==> config.mk <==
export PLATFORM = sky130hd
export DESIGN_NAME = ldi_serializer
export DESIGN_NICKNAME = d
export VERILOG_FILES = /design/src/rtl/ldi_serializer.sv
export SDC_FILE = /design/constraint.sdc
export NUM_CORES = 1
export LEC_CHECK = 0
export CORE_UTILIZATION = 57
export DETAILED_ROUTE_END_ITERATION = 10
export PLACE_DENSITY = 0.82
export SETUP_SLACK_MARGIN = 0.3
export SLEW_MARGIN = 20
export SYNTH_ARGS = -nofsm -noshare
export SYNTH_HDL_FRONTEND = slang
export SYNTH_SLANG_ARGS = --single-unit
==> constraint.sdc <==
create_clock -name clock -period 4.4 [get_ports clock]
set_input_delay 0.88 -clock clock [delete_from_list [all_inputs] [get_ports clock]]
set_output_delay 0.88 -clock clock [all_outputs]
set_load 0.1 [all_outputs]
==> src/rtl/ldi_serializer.sv <==
`default_nettype none
// +----------------------------------------------------------------------------+
// | ldi_serializer : 7:1 LVDS display-interface serializer with idle insertion |
// | Revision 1.0                                                               |
// +----------------------------------------------------------------------------+
module ldi_serializer #(
   parameter int                 LANES     = 4,
   parameter logic [7*LANES-1:0] IDLE_WORD = '0
) (
   input  logic                 clock,
   input  logic                 reset_n,
   input  logic [7*LANES-1:0]   in_data,
   input  logic                 in_valid,
   output logic                 in_ready,
   output logic [LANES-1:0]     serial_data,
   output logic                 serial_clock,
   output logic                 frame_slot0,
   output logic                 underflow,
   output logic [15:0]          underflow_count,
   input  logic                 underflow_clear
);

   localparam int         W           = 7 * LANES;
   localparam logic [2:0] SLOT_LAST   = 3'd6;
   localparam logic [6:0] CLK_PATTERN = 7'b1100011;

   logic [2:0]       slot_q, slot_d;
   logic [W-1:0]     shift_q, shift_d;
   logic [W-1:0]     hold_data_q, hold_data_d;
   logic             hold_full_q, hold_full_d;
   logic [LANES-1:0] serial_data_q, serial_data_d;
   logic             serial_clock_q, serial_clock_d;
   logic             frame_slot0_q, frame_slot0_d;
   logic             underflow_q, underflow_d;
   logic [15:0]      underflow_count_q, underflow_count_d;
   logic             accept;
   logic             load;

   always_comb begin
      accept            = in_valid && !hold_full_q;
      load              = (slot_q == SLOT_LAST);
      slot_d            = load ? 3'd0 : slot_q + 3'd1;
      shift_d           = shift_q;
      hold_data_d       = hold_data_q;
      hold_full_d       = hold_full_q;
      underflow_d       = underflow_q;
      underflow_count_d = underflow_count_q;

      if (load) begin
         if (hold_full_q) begin
            shift_d     = hold_data_q;
            hold_full_d = 1'b0;
         end else if (accept) begin
            // Word arriving exactly on the load edge bypasses the holding register.
            shift_d = in_data;
         end else begin
            shift_d     = IDLE_WORD;
            underflow_d = 1'b1;
            if (underflow_count_q != 16'hFFFF) begin
               underflow_count_d = underflow_count_q + 16'd1;
            end
         end
      end else begin
         for (int k = 0; k < LANES; k++) begin
            shift_d[7*k +: 7] = {shift_q[7*k +: 6], 1'b0};
         end
         if (accept) begin
            hold_data_d = in_data;
            hold_full_d = 1'b1;
         end
      end

      if (underflow_clear) begin
         underflow_d       = 1'b0;
         underflow_count_d = 16'd0;
      end

      // Outputs are registered copies of what the next slot must drive.
      serial_clock_d = CLK_PATTERN[3'd6 - slot_d];
      frame_slot0_d  = (slot_d == 3'd0);
      for (int k = 0; k < LANES; k++) begin
         serial_data_d[k] = shift_d[7*k+6];
      end
   end

   always_ff @(posedge clock or negedge reset_n) begin
      if (!reset_n) begin
         slot_q            <= SLOT_LAST;
         shift_q           <= IDLE_WORD;
         hold_data_q       <= '0;
         hold_full_q       <= 1'b0;
         serial_data_q     <= '0;
         serial_clock_q    <= 1'b0;
         frame_slot0_q     <= 1'b0;
         underflow_q       <= 1'b0;
         underflow_count_q <= 16'd0;
      end else begin
         slot_q            <= slot_d;
         shift_q           <= shift_d;
         hold_data_q       <= hold_data_d;
         hold_full_q       <= hold_full_d;
         serial_data_q     <= serial_data_d;
         serial_clock_q    <= serial_clock_d;
         frame_slot0_q     <= frame_slot0_d;
         underflow_q       <= underflow_d;
         underflow_count_q <= underflow_count_d;
      end
   end

   assign in_ready        = !hold_full_q;
   assign serial_data     = serial_data_q;
   assign serial_clock    = serial_clock_q;
   assign frame_slot0     = frame_slot0_q;
   assign underflow       = underflow_q;
   assign underflow_count = underflow_count_q;

endmodule
`default_nettype wire

==> results of run 1 <==
-- worst paths after layout --
kind | startpoint | end | slack (ps) | cells after the start
min in group asynchronous | reset_n | serial_data[2]$_DFF_PN0_ | 670 | 1
min | shift_q[14]$_DFF_PN0_ | shift_q[15]$_DFF_PN0_ | 450 | 2
max reg2reg | slot_q[1]$_DFF_PN1_ | underflow_count[12]$_DFFE_PN0P_ | 1810 | 4
max in group asynchronous | reset_n | hold_data_q[7]$_DFFE_PN0P_ | 3100 | 1
max | underflow_count[2]$_DFFE_PN0P_ | underflow_count[2] | 1530 | 1
min reg2reg | shift_q[14]$_DFF_PN0_ | shift_q[15]$_DFF_PN0_ | 450 | 2
-- per-layer routing --
layer	up-vias	part of all wire
met1	1310	0.47
met3	8	0.039
met5	-	0
li1	1260	-
met2	53	0.48
met4	0	0.015
-- per-stage QoR --
step	cells	hold slack, ps	worst slack (ps)	utilization
finish	446	451	1530	0.721
global route	446	472	1500	0.721
CTS	446	456	1540	0.721
detailed placement	430	435	1440	0.687
global placement	430	428	1490	0.687
floorplan	321	426	1670	-
-- cell families after synthesis --
logic type,after synthesis
AOI/OAI and AO/OA,91
adders and majority gates,3
buffers and inverters,34
DFF,79
muxes,29
and+or+nand+nor,85
-- tightest hold or removal path: cells and delay by family, from the launching register on --
kind,cells,cell delay [ps]
DFF,1,330
AOI/OAI and AO/OA,1,60
and+or+nand+nor,1,40
-- Yosys cell counts (all sizes together) (3+ instances only) --
| cell | instances | area share |
|---|---|---|
| dfrtp | 77 | 0.54 |
| nand2 | 31 | 0.033 |
| a22oi | 28 | 0.059 |
| mux2 | 28 | 0.089 |
| o21ai | 27 | 0.038 |
| a21oi | 18 | 0.025 |
| clkbuf | 15 | 0.016 |
| o31ai | 13 | 0.028 |
| or4 | 13 | 0.028 |
| buf | 10 | 0.017 |
| inv | 9 | 0.0096 |
| nor2 | 8 | 0.0085 |
| nand3 | 6 | 0.0085 |
| nand4 | 5 | 0.011 |
| nand2b | 4 | 0.0071 |
| or3 | 4 | 0.0071 |
| ha | 3 | 0.011 |
| or2 | 3 | 0.0053 |
-- registers in the layout, summed over array words and instances, names as in the netlist, 3 cells and up --
register,flops
serial_data,4
slot_q,3
hold_data_q,28
shift_q,24
underflow_count,16
-- power by group through the flow --
stage	logic [uW]	clock network, uW	registers (uW)
after floorplan	114	0	854
after global placement	185	0	847
after detailed placement	190	0	852
after CTS	191	544	838
after global routing	208	579	847
final	188	537	839
-- final cells by class --
type                       count  area, um^2  area share
clock inverter                 5        57.6      0.0134
multi-input combinational    208        1410       0.328
inverter                       9        33.8     0.00787
timing repair buffer          59         578       0.135
tap                           75        93.8      0.0219
sequential                    79        1980       0.461
clock buffer                  11         141      0.0329
==> summary.md, run 1 <==
| Metric | Value |
|---|---|
| Status | complete, no violations |
| Post-Syn Area | 3540 um^2 |
| Seq cells post-synth | 79 |
| GR Util met1 | 0.308 |
| H-tree levels | 3 |
| Most frequent cells in the layout | 77 x dfrtp_1, 54 x clkdlybuf4s50_1, 31 x nand2_1 |
| Setup TNS | 0 ps |
| Initial core utilization | 0.594 |
| Ys async rst share | 1.00 |
| RSZ-0062 raised after global routing | false |
| # IOs | 56 |
| Post-layout net count | 401 |
| Clock share of power | 0.343 |
| Total Power | 1560 uW |
| Postcts setup bufs | 0 |
| Total Routing Usage GR | 0.223 |
| Layout cell share with drive strength beyond 1 | 0.148 |
| Port Buffers | 55 |
| Crit path max fanout | 7 |
| Die width | 80.8 um |
| Final Hold Viols | 0 |
| Synth Area in Compound Gates | 0.162 |
| P&R area growth vs syn | 21.4% |
| HPWL Detailed | 4.23 mm |
| Worst slew pin tran | 983 ps |
| Antenna Nets Post-Route | 0 |
| Clock sink total | 79 |
| # resized after CTS | 0 |
| Startpoint types | register |
| Ys Warns | 0 |
| Final RePlAce weighted congestion | 0.820 |
| GRT met2 Usage | 0.352 |
| CP arrival | 1990 ps |
| Post-synthesis sequential area ratio | 0.560 |
| Max-slew violations | 0 |
| GRT Residual Overflow | 0 |
| N_diodes | 0 |
| VDD IR-drop max | 0.226 mV |
| Final worst path period share | 0.652 |
| Vias in the first global route | 2,420 |
| # setup viols final | 0 |
| TritonCTS clock tree | built |
| Comb pwr share | 0.120 |
| Final clock skew | 14.3 ps |
| Wire length of the first global-routing pass | 11.1 mm |
| Vias/cell | 5.90 |
| Int Power | 1160 uW |
| Die Area | 6520 um^2 |
| Net count after synthesis | 356 |
| Cell count after synthesis | 321 |
| Drt pass-1 iters | 4 |
| Root Buffer | clkbuf_8 |
| Detailed Route WL | 6.74 mm |
| Psw | 400 uW |
| Post-synthesis xor/xnor area fraction | 0 |
| Fillers | 447 |
| Simple-gate share of the synthesized area | 0.133 |
| Pwr per Cell Area | 364 nW/um^2 |
| GRT met3 Usage | 0.0348 |
| Total CTS buffers | 9 |
| Slowest CP cell | clkdlybuf4s50_1 |
| Clock latency at the later pin of the worst-skew pair | 350 ps |
| Final Critical Period | 2870 ps |
| Critical Path End Type | primary output |
| Vias | 2,631 |
| # DRC | 0 |
| First-iteration detailed-routing DRC count | 130 |
| Leading register cell type out of synthesis | dfrtp_1 |
| Cell Rows | 28 |
| Mux cell area share after synthesis | 0.0920 |
| Largest family of logic cells by synthesized area | compound AO/OA/AOI/OAI gates |
| Placed Instance Area | 4090 um^2 |
| Sw Share | 0.256 |
| Largest net degree at the start of global routing | 80 |
| Relative slew slack | 0.342 |
| FMAX | 349 MHz |
| Die H | 80.8 um |
| Worst Path Required | 3520 ps |
| Leakage | 0.00178 uW |
| Syn_area_per_cell | 11.0 um^2 |
| Commonest non-fill, non-tap cell in the layout | dfrtp_1 |
| Yosys cell types | 38 |
| Critical path class | reg -> out |
| Share of power burned in registers | 0.536 |
| Post-Synth Adder-Cell Area | 0.0106 |
| # hold bufs at CTS | 0 |
| Top Family by Delay on Critical Path | buffers and inverters |
| Maxcap violations | 0 |
| Final Cell Area | 4290 um^2 |
| Antenna violations before repair | 0 |
| Post-DR wirelength/cell | 15.1 um |
| Max Root-Sink Buffers | 2 |
| Crit-path cells | clkdlybuf4s50_1 |
| Slowest stage delay, CP | 1180 ps |
| Hold crit path type | reg -> reg |
| Gr busiest metal | met2 |
| CP bufs+invs | 1 |
| Post-synth EDFFs | 0 |
| Core area | 5960 um^2 |
| Reg clk slew, reported paths | 90 ps |
(Power assumes the default switching activity.)
==> run 2: changes to the inputs <==
- CORE_UTILIZATION: 57 -> 48
- PLACE_DENSITY: 0.82 -> 0.73
- clock period: 4.4 -> 2.4 ns (I/O delays scaled with it)
==> summary.md, run 2 (synthesis gave the netlist of run 1 again) <==
| Metric | Value |
|---|---|
| Fin util | 0.631 |
| Critical Path End Type | register |
| Drt pass-1 iters | 4 |
| VDD IR-drop max | 0.348 mV |
| Worst slew pin tran | 839 ps |
| FMAX | 496 MHz |
| Layout cell share with drive strength beyond 1 | 0.278 |
| GRT met3 Usage | 0.0292 |
| Antenna violations before repair | 0 |
| N_diodes | 0 |
| Die Area | 7710 um^2 |
| # DRC | 0 |
| Vias in the first global route | 2,521 |
| Detailed Route WL | 7.13 mm |
| Worst Path Required | 2620 ps |
| Final Hold Viols | 0 |
| Post-layout net count | 409 |
| FF-to-FF setup slack | 440 ps |
| Postcts setup bufs | 0 |
| Leakage | 0.00184 uW |
| Final Cell Area | 4380 um^2 |
| Max Root-Sink Buffers | 2 |
| # IOs | 56 |
| CP arrival | 2240 ps |
| Largest net degree at the start of global routing | 67 |
| Reg clk slew, reported paths | 80 ps |
| Max-slew violations | 0 |
| GRT met2 Usage | 0.318 |
| Final RePlAce weighted congestion | 0.813 |
| Root Buffer | clkbuf_8 |
| Total Power | 2860 uW |
| Most frequent cells in the layout | 61 x dfrtp_1, 36 x buf_4, 31 x nand2_1 |
| Placed Instance Area | 4180 um^2 |
| Commonest non-fill, non-tap cell in the layout | dfrtp_1 |
| Total CTS buffers | 9 |
| Crit path max fanout | 6 |
| Die width | 87.8 um |
| Final Critical Period | 2020 ps |
| Final clock skew | 12.2 ps |
| HPWL Detailed | 4.55 mm |
| Reg2reg path depth | 5 |
| Die H | 87.8 um |
| Maxcap violations | 0 |
| Total Routing Usage GR | 0.196 |
| Antenna Nets Post-Route | 0 |
| P&R area growth vs syn | 23.8% |
| Hold crit path type | in -> async |
| First-iteration detailed-routing DRC count | 164 |
| Core area | 6940 um^2 |
| Final worst path period share | 0.840 |
| GRT Residual Overflow | 0 |
| TritonCTS clock tree | built |
| Status | complete, no violations |
| H-tree levels | 3 |
| Hold Slack | 239 ps |
| Clock sink total | 79 |
| Port Buffers | 55 |
| Setup TNS | 0 ps |
| Most flop-heavy register | hold_data_q |
| Reg2reg start | slot_q[1]$_DFF_PN1_ |
| RSZ-0062 raised after global routing | false |
| Wire length of the first global-routing pass | 11.6 mm |
| Max FFs per register | 28 |
| Initial core utilization | 0.509 |
| Vias | 2,658 |
| FF-to-FF End | underflow_count[12]$_DFFE_PN0P_ |
| Clock latency at the later pin of the worst-skew pair | 340 ps |
| GR Util met1 | 0.261 |
| Critical path class | in -> reg |
| Gr busiest metal | met2 |
| Pwr per Cell Area | 652 nW/um^2 |
| Cell Rows | 30 |
| # setup viols final | 0 |
| Relative slew slack | 0.441 |
| Vias/cell | 5.61 |
| Post-DR wirelength/cell | 15.0 um |
| Startpoint types | input pin |
[run 2: cell count changes in the layout (fill, tap and decap cells not counted), sizes merged]
cell	change
clkbuf	-1
clkinv	+1
clkinvlp	-1
clkdlybuf4s50	-24
buf	+32
[run 2: repair_timing]
action                                  in CTS  in global routing
endpoints found under the setup margin       0                  1
hold buffers                                 0                  0
resized for setup                            0                  1
[run 2: how the worst max path moves through the flow]
stage / slack [ps] / startpoint / cells past startpoint / endpoint
after floorplan: 230 / underflow_count[1]$_DFFE_PN0P_ / 6 / underflow_count[10]$_DFFE_PN0P_
after global placement: 70 / in_valid / 5 / underflow_count[12]$_DFFE_PN0P_
after detailed placement: 30 / in_valid / 6 / underflow_count[12]$_DFFE_PN0P_
after CTS: 360 / in_valid / 6 / underflow_count[12]$_DFFE_PN0P_
after global routing: 310 / in_valid / 5 / underflow_count[6]$_DFFE_PN0P_
final: 380 / in_valid / 6 / underflow_count[12]$_DFFE_PN0P_
[run 2: power breakdown]
part | leakage, uW | total, uW | switching [uW] | internal (uW)
Clock | 0.0000944 | 975 | 472 | 503
Combinational | 0.000816 | 346 | 197 | 149
Sequential | 0.000931 | 1530 | 56.4 | 1480
[run 2: critical path: stages]
cell             delay [ps]
clkdlybuf4s50_1         450
or2_0                   250
or4_4                   520
buf_4                   170
o31ai_1                 260
a21oi_1                 110
[run 2: metrics by stage]
step / worst slack [ps] / instances
3_3_place_gp: 68.6 / 459
5_1_grt: 309 / 474
4_1_cts: 358 / 474
2_1_floorplan: 228 / 321
3_5_place_dp: 34.2 / 459
6_report: 385 / 474
[run 2: area by class of cell]
type	count	area [um^2]
flip-flops and latches	79	2000
fillers	558	2560
clock buffers	10	138
repair buffers	67	591
multi-input cells	208	1430
well taps	96	120
clock inverters	5	58.8
inverters	9	33.8
[run 2: layer usage]
metal  share of wire  routed length [um]  up-vias
met3           0.031                 222       15
met5               0                   0        -
met4           0.016                 115        0
met2            0.49                3460       67
met1            0.47                3330     1301
li1                -                   -     1275
